File: src/rtl/fpu_addsub.sv
// fpu_addsub: multi-cycle floating-point adder/subtractor with round-to-nearest-even.
// One operation is in flight at a time. Results appear 5 clocks after start is accepted.
module fpu_addsub #(
  parameter int EXP_W  = 8,
  parameter int FRAC_W = 23
) (
  input  logic                  clk,
  input  logic                  rst_n,
  input  logic                  start,
  input  logic                  op_sub,
  input  logic [EXP_W+FRAC_W:0] Op_A_in,
  input  logic [EXP_W+FRAC_W:0] Op_B_in,
  output logic                  busy,
  output logic                  done,
  output logic [EXP_W+FRAC_W:0] data_out,
  output logic [3:0]            status_out
);
  localparam int W   = 1 + EXP_W + FRAC_W;
  localparam int M   = FRAC_W + 1;                    // mantissa incl. hidden bit
  localparam int XW  = M + 3;                         // mantissa + guard/round/sticky
  localparam int SW  = XW + 1;                        // sum incl. carry
  localparam int EW  = EXP_W + 2 + $clog2(FRAC_W + 4); // signed exponent headroom
  localparam int LZW = $clog2(XW + 1);
  localparam logic signed [EW-1:0] EMAX = EW'((1 << EXP_W) - 1);

  typedef enum logic [2:0] {S_IDLE, S_UNPACK, S_ALIGN, S_ADD, S_NORM, S_ROUND} state_t;

  function automatic logic [LZW-1:0] lzc(input logic [XW-1:0] v);
    logic [LZW-1:0] n;
    logic           found;
    n     = '0;
    found = 1'b0;
    for (int i = XW - 1; i >= 0; i--) begin
      if (!found) begin
        if (v[i]) found = 1'b1;
        else      n = n + LZW'(1);
      end
    end
    return n;
  endfunction

  function automatic logic rne_inc(input logic lsb, input logic g, input logic r, input logic s);
    return g & (r | s | lsb);
  endfunction

  state_t state_q, state_d;
  logic   done_q;
  logic [W-1:0] data_q;
  logic [3:0]   status_q;

  // Captured request
  logic [W-1:0] a_q, b_q;
  logic         sub_q;
  // UNPACK results
  logic             sa_q, sb_q, negz_q, spec_q;
  logic [EXP_W-1:0] ea_q, eb_q;
  logic [M-1:0]     ma_q, mb_q;
  logic [W-1:0]     spec_res_q;
  logic [3:0]       spec_st_q;
  // ALIGN results
  logic             sgn_q, eff_sub_q;
  logic [EXP_W-1:0] exp_q;
  logic [XW-1:0]    ext_l_q, ext_s_q;
  // ADD result
  logic [SW-1:0]    sum_q;
  // NORM results
  logic [XW-1:0]        norm_q;
  logic signed [EW-1:0] nexp_q;
  logic                 nzero_q;

  assign busy       = (state_q != S_IDLE);
  assign done       = done_q;
  assign data_out   = data_q;
  assign status_out = status_q;

  // Next-state sequencing: every non-idle state lasts one cycle
  always_comb begin
    state_d = state_q;
    case (state_q)
      S_IDLE:   if (start) state_d = S_UNPACK;
      S_UNPACK: state_d = S_ALIGN;
      S_ALIGN:  state_d = S_ADD;
      S_ADD:    state_d = S_NORM;
      S_NORM:   state_d = S_ROUND;
      S_ROUND:  state_d = S_IDLE;
      default:  state_d = S_IDLE;
    endcase
  end

  // UNPACK: field extraction, zero flush, special-operand result
  logic             up_sa, up_sb, up_za, up_zb, up_ia, up_ib;
  logic [EXP_W-1:0] up_ea, up_eb;
  logic [M-1:0]     up_ma, up_mb;
  logic [W-1:0]     up_spec_res;
  logic [3:0]       up_spec_st;
  always_comb begin
    up_sa       = a_q[W-1];
    up_sb       = b_q[W-1] ^ sub_q;
    up_ea       = a_q[W-2:FRAC_W];
    up_eb       = b_q[W-2:FRAC_W];
    up_za       = (up_ea == '0);
    up_zb       = (up_eb == '0);
    up_ia       = &up_ea;
    up_ib       = &up_eb;
    up_ma       = up_za ? '0 : {1'b1, a_q[FRAC_W-1:0]};
    up_mb       = up_zb ? '0 : {1'b1, b_q[FRAC_W-1:0]};
    up_spec_st  = 4'b1000;
    up_spec_res = {up_sb, {EXP_W{1'b1}}, {FRAC_W{1'b0}}};
    if (up_ia && up_ib && (up_sa != up_sb)) begin
      up_spec_res = {1'b0, {EXP_W{1'b1}}, 1'b1, {(FRAC_W-1){1'b0}}};
      up_spec_st  = 4'b0000;
    end else if (up_ia) begin
      up_spec_res = {up_sa, {EXP_W{1'b1}}, {FRAC_W{1'b0}}};
    end
  end

  // ALIGN: larger magnitude first, smaller shifted right with G/R/S
  logic             al_a_big, al_sl, al_ss;
  logic [EXP_W-1:0] al_el, al_es, al_diff;
  logic [M-1:0]     al_ml, al_ms;
  logic [2*M+3:0]   al_wide;
  logic [XW-1:0]    al_ext_s;
  always_comb begin
    al_a_big = ({ea_q, ma_q} >= {eb_q, mb_q});
    al_sl    = al_a_big ? sa_q : sb_q;
    al_ss    = al_a_big ? sb_q : sa_q;
    al_el    = al_a_big ? ea_q : eb_q;
    al_es    = al_a_big ? eb_q : ea_q;
    al_ml    = al_a_big ? ma_q : mb_q;
    al_ms    = al_a_big ? mb_q : ma_q;
    al_diff  = al_el - al_es;
    al_wide  = {al_ms, 2'b00, {(M+2){1'b0}}} >> al_diff;
    if (int'(al_diff) >= M + 2) al_ext_s = {{(XW-1){1'b0}}, |al_ms};
    else                        al_ext_s = {al_wide[2*M+3:M+2], |al_wide[M+1:0]};
  end

  // NORM: carry shifts right, otherwise left by leading-zero count
  logic [LZW-1:0]       nm_lz;
  logic signed [EW-1:0] nm_exp_x, nm_exp;
  logic [XW-1:0]        nm_norm;
  always_comb begin
    nm_lz    = lzc(sum_q[XW-1:0]);
    nm_exp_x = $signed({{(EW-EXP_W){1'b0}}, exp_q});
    if (sum_q[SW-1]) begin
      nm_norm = {sum_q[SW-1:2], sum_q[1] | sum_q[0]};
      nm_exp  = nm_exp_x + EW'(1);
    end else begin
      nm_norm = sum_q[XW-1:0] << nm_lz;
      nm_exp  = nm_exp_x - $signed({{(EW-LZW){1'b0}}, nm_lz});
    end
  end

  // ROUND: RNE increment, then overflow / underflow / zero / special selection
  logic [M:0]           rd_mant;
  logic signed [EW-1:0] rd_exp;
  logic                 rd_inx;
  logic [W-1:0]         rd_res;
  logic [3:0]           rd_st;
  logic                 unused_hidden;
  always_comb begin
    rd_inx  = norm_q[2] | norm_q[1] | norm_q[0];
    rd_mant = {1'b0, norm_q[XW-1:3]} +
              {{M{1'b0}}, rne_inc(norm_q[3], norm_q[2], norm_q[1], norm_q[0])};
    rd_exp  = nexp_q + $signed({{(EW-1){1'b0}}, rd_mant[M]});
    unused_hidden = rd_mant[FRAC_W];
    rd_res  = {sgn_q, rd_exp[EXP_W-1:0], rd_mant[FRAC_W-1:0]};
    rd_st   = {~rd_inx, 2'b00, rd_inx};
    if (spec_q) begin
      rd_res = spec_res_q;
      rd_st  = spec_st_q;
    end else if (nzero_q) begin
      rd_res = {negz_q, {(W-1){1'b0}}};
      rd_st  = 4'b1000;
    end else if (!rd_exp[EW-1] && (rd_exp >= EMAX)) begin
      rd_res = {sgn_q, {EXP_W{1'b1}}, {FRAC_W{1'b0}}};
      rd_st  = 4'b0101;
    end else if (rd_exp[EW-1] || (rd_exp == '0)) begin
      rd_res = {sgn_q, {(W-1){1'b0}}};
      rd_st  = 4'b0011;
    end
  end

  // Control and visible outputs; reset discards any operation in flight
  always_ff @(posedge clk or negedge rst_n) begin
    if (!rst_n) begin
      state_q  <= S_IDLE;
      done_q   <= 1'b0;
      data_q   <= '0;
      status_q <= '0;
    end else begin
      state_q <= state_d;
      done_q  <= (state_q == S_ROUND);
      if (state_q == S_ROUND) begin
        data_q   <= rd_res;
        status_q <= rd_st;
      end
    end
  end

  // Datapath stage registers, each loaded only in its own state
  always_ff @(posedge clk) begin
    if (state_q == S_IDLE && start) begin
      a_q   <= Op_A_in;
      b_q   <= Op_B_in;
      sub_q <= op_sub;
    end
    if (state_q == S_UNPACK) begin
      sa_q       <= up_sa;
      sb_q       <= up_sb;
      ea_q       <= up_ea;
      eb_q       <= up_eb;
      ma_q       <= up_ma;
      mb_q       <= up_mb;
      negz_q     <= up_za & up_zb & up_sa & up_sb;
      spec_q     <= up_ia | up_ib;
      spec_res_q <= up_spec_res;
      spec_st_q  <= up_spec_st;
    end
    if (state_q == S_ALIGN) begin
      sgn_q     <= al_sl;
      eff_sub_q <= al_sl ^ al_ss;
      exp_q     <= al_el;
      ext_l_q   <= {al_ml, 3'b000};
      ext_s_q   <= al_ext_s;
    end
    if (state_q == S_ADD) begin
      sum_q <= eff_sub_q ? ({1'b0, ext_l_q} - {1'b0, ext_s_q})
                         : ({1'b0, ext_l_q} + {1'b0, ext_s_q});
    end
    if (state_q == S_NORM) begin
      norm_q  <= nm_norm;
      nexp_q  <= nm_exp;
      nzero_q <= (sum_q == '0);
    end
  end

endmodule

File: config.mk
export PLATFORM = sky130hd
export DESIGN_NAME = fpu_addsub
export DESIGN_NICKNAME = d
export VERILOG_FILES = /design/src/rtl/fpu_addsub.sv
export SDC_FILE = /design/constraint.sdc
export NUM_CORES = 1
export LEC_CHECK = 0
export ABC_AREA = 1
export CORE_MARGIN = 3
export CORE_UTILIZATION = 47
export DETAILED_ROUTE_END_ITERATION = 10
export GPL_TIMING_DRIVEN = 0
export PLACE_DENSITY = 0.63
export SETUP_SLACK_MARGIN = 0.02
export SLEW_MARGIN = 20
export SYNTH_ARGS = -nofsm -noshare
export SYNTH_HDL_FRONTEND = slang
export SYNTH_SLANG_ARGS = --single-unit
File: constraint.sdc
create_clock -name clk -period 13.71 [get_ports clk]
set_input_delay 2.0565 -clock clk [delete_from_list [all_inputs] [get_ports clk]]
set_output_delay 2.0565 -clock clk [all_outputs]
set_load 0.01 [all_outputs]
==> qor.yml, run 1 <==
finish:
  layout_commonest_cell: "nand2_1"
  antenna_cells: 0
  area_delta_synth_final_pct: 15.02
  final_cell_mix: "nand2_1, inv_1, edfxtp_1, o21ai_0, nor2_1"
  fill_cells: 4013
  fin_cells: 3311
  stdcell_area_sq_um: 23480
  num-nets-final: 2896
  final_layout_size_suffix_gt1_frac: 0.07132
  finish.utilization: 0.5536
drt:
  drtIter0Drc: 1283
  dr.pass1.iters: 5
  wl_met2_um: 27600
  antenna_left: 0
  wl_met3_um: 2067
  via_per_inst: 5.218
  route.detailed.drc: 0
  wl_um: 54010
  met1Wirelength_um: 22690
  top_layer_used: "met5"
  wl_per_cell_um: 16.31
  vias: 17278
cts:
  path_clk_slew_ns: 0.06
  cts_resized: 0
  cts_tree: "done"
  htree_num_levels: 2
  holdBufCountCts: 0
  cts-root-buf: "clkbuf_16"
  cts_sinks: 303
  cts_made_buffers: 35
  cts_setup_buffers: 0
  clkLatencyLatePin_ns: 0.55
  cts.path.max_buffers: 3
die:
  rows: 75
  io_pins: 106
  initial_core_util: 0.4813
  die_w_um: 214.4
  dieArea_sq_um: 45970
  die_h_um: 214.4
  core_area_sq_um: 42420
power_and_ir_drop:
  powerDensity_nw_per_um2: 262.9
  vdd_drop_max_v: 0.0001934
  leakagePower_nw: 10.52
critical_path:
  path_common_cell: "nand2_1"
  r2r_setup_slack_ns: 1.47
  cp-start-kind: "flop"
  path_class: "reg -> reg"
  worstReg2RegStart: "sum_q[24]"
  cpPeakStageDelay_ns: 0.49
  end_kind: "flop"
  reg2reg_depth: 80
  required_ns: 13.97
  slowest_stage: "edfxtp_1"
  worstPathArrival_ns: 12.50
  rr_endpoint: "nexp_q[7]"
  cp_max_fo: 11
synthesis:
  netlist_top_cells_area: "edfxtp_1, nand2_1, ha_1, inv_1, o21ai_0"
  synth_ff_type: "edfxtp_1"
  synthArstFlopShare: 0.1320
  seq_area_frac_synth: 0.4359
  ys_types: 67
  synthCells: 2558
  ys_seq_elements: 303
  synth_edf_count: 263
  netlist_area_sq_um: 20410
  syn_nets: 2742
  ys_warn_count: 0
  synth_top_area_frac: 0.3869
  avgSynthCellArea_sq_um: 7.981
  synth_top_cell_by_area: "edfxtp_1"
place:
  gp_congestion: 0.9271
  post_dp_cell_area_sq_um: 22420
  port_buffers: 105
  hpwlAfterDp_um: 43770
  dp.cells: 3252
sta:
  period_needed_ns: 12.24
  finalHoldViolations: 0
  whs_ns: 0.4771
  tns_ns: 0
  fmax_mhz: 81.70
  relSlewSlack: 0.4554
  slew_violations: 0
  rsz0062_at_grt: "no"
  tightest_slew_ns: 0.8142
  min_period_over_period: 0.8927
  finalClockSkew_ns: 0.03463
  final-setup-viol-count: 0
grt:
  grt_pass1_vias: 16772
  grt_max_degree: 33
  track_usage: 0.2304
  antenna_found_initial: 3
  grt_first_pass_wirelength_um: 86170
  grt_overflow: 0
worst_hold_path:
  holdCritPathClass: "reg -> reg"
  hold_depth: 2
  hold_path.startpoint: "data_out[13]"
  hold_path_end: "data_out[13]"
run_status:
  status: "finished, final reports clean"
flow_run:
  maxCapViolCount: 0
## synth_stat cells, types with 5 or more instances
cell,n
a21boi_0,5
a211oi_1,6
o211ai_1,7
a21o_1,6
buf_2,10
edfxtp_1,263
nor3_1,14
nand2_2,28
nand4_1,31
nand3b_1,6
o21bai_1,9
o22ai_1,5
dfrtp_1,40
clkbuf_1,51
a21oi_1,92
nand3_2,18
o21ai_1,26
nor4_1,20
o31ai_1,13
o21ai_0,242
or2_2,8
nor2_1,216
buf_6,5
nor2_2,10
a31oi_1,17
xor2_1,49
inv_2,20
a22oi_1,6
nand3_1,126
ha_1,114
mux2i_1,5
nor2_4,7
a2bb2oi_1,8
xnor2_1,7
inv_1,361
nand2_1,651
o21ai_2,10
## worst max-delay path, delay by kind of cell, from the launching register on
family	cells	cell delay, ns
AO/OA/AOI/OAI	17	2.70
XOR/XNOR	3	0.38
adder cells (fa/ha/maj)	14	3.95
buffers and inverters	10	0.79
flip-flops	1	0.49
AND/OR/NAND/NOR	36	3.70
## power by group
group	switching, W	internal (W)	leakage, nW
logic	0.00251	0.00115	7.06
registers	0.000215	0.00143	2.95
clock network	0.000360	0.000504	0.514
total	0.00309	0.00309	10.5
## worst max-delay path by stage
stage	startpoint	cells after the start	to
after floorplan	sum_q[24]	80	nexp_q[7]
after global placement	sum_q[24]	80	nexp_q[7]
after detailed placement	sum_q[24]	80	nexp_q[7]
after CTS	sum_q[24]	80	nexp_q[7]
after global routing	sum_q[24]	80	nexp_q[7]
final	sum_q[24]	80	nexp_q[7]
## logic make-up after synthesis
group           count (synthesis)  share of synthesized area
compound gates                472                     0.1304
xor+xnor                       60                    0.02832
fa+ha+maj                     116                    0.07183
buf+inv                       455                    0.08703
flops                         303                     0.4359
mux                             5                   0.002452
simple gates                 1147                     0.2441
## layout make-up
type,count,area (sq um),area share
repair buffers,117,1247,0.05313
plain buffers,72,339.1,0.01444
clock buffers,47,983.4,0.04188
inverters,383,1438,0.06123
flip-flops and latches,303,8899,0.3790
well taps,577,721.9,0.03075
clock inverters,12,77.57,0.003304
multi-input cells,1800,9774,0.4163
## layer usage
metal  vias up  track usage
li1       8806            -
met1      7974       0.2773
met4         4      0.07430
met2       401       0.4266
met5         -            0
met3        93      0.02962
## flip-flops by register name, summed over array words and instances (netlist names), 2 cells and up
name	cells
ext_l_q	24
spec_res_q	2
sum_q	28
ea_q	8
nexp_q	10
mb_q	24
a_q	32
status_out	4
state_q	3
eb_q	8
exp_q	8
b_q	32
data_out	32
ext_s_q	27
ma_q	24
norm_q	27
## stage by stage
stage | setup WS, ns | power, W
after floorplan | 2.809 | 0.004097
after global placement | 1.780 | 0.005203
after detailed placement | 1.560 | 0.005262
after CTS | 1.502 | 0.006154
after global routing | 0.3522 | 0.006712
final | 1.470 | 0.006173
No activity file was read; power rests on OpenSTA's default activity.
==> inputs of run 2 (changes only) <==
--- a/config.mk
+++ b/config.mk
@@ -8,6 +8,7 @@
 export ABC_AREA = 1
 export CORE_MARGIN = 3
 export CORE_UTILIZATION = 47
+export CTS_CLUSTER_SIZE = 20
 export DETAILED_ROUTE_END_ITERATION = 10
 export GPL_TIMING_DRIVEN = 0
 export PLACE_DENSITY = 0.63
==> results of run 2 <==
Final layout, timing and power as in run 1 (identical DEF).
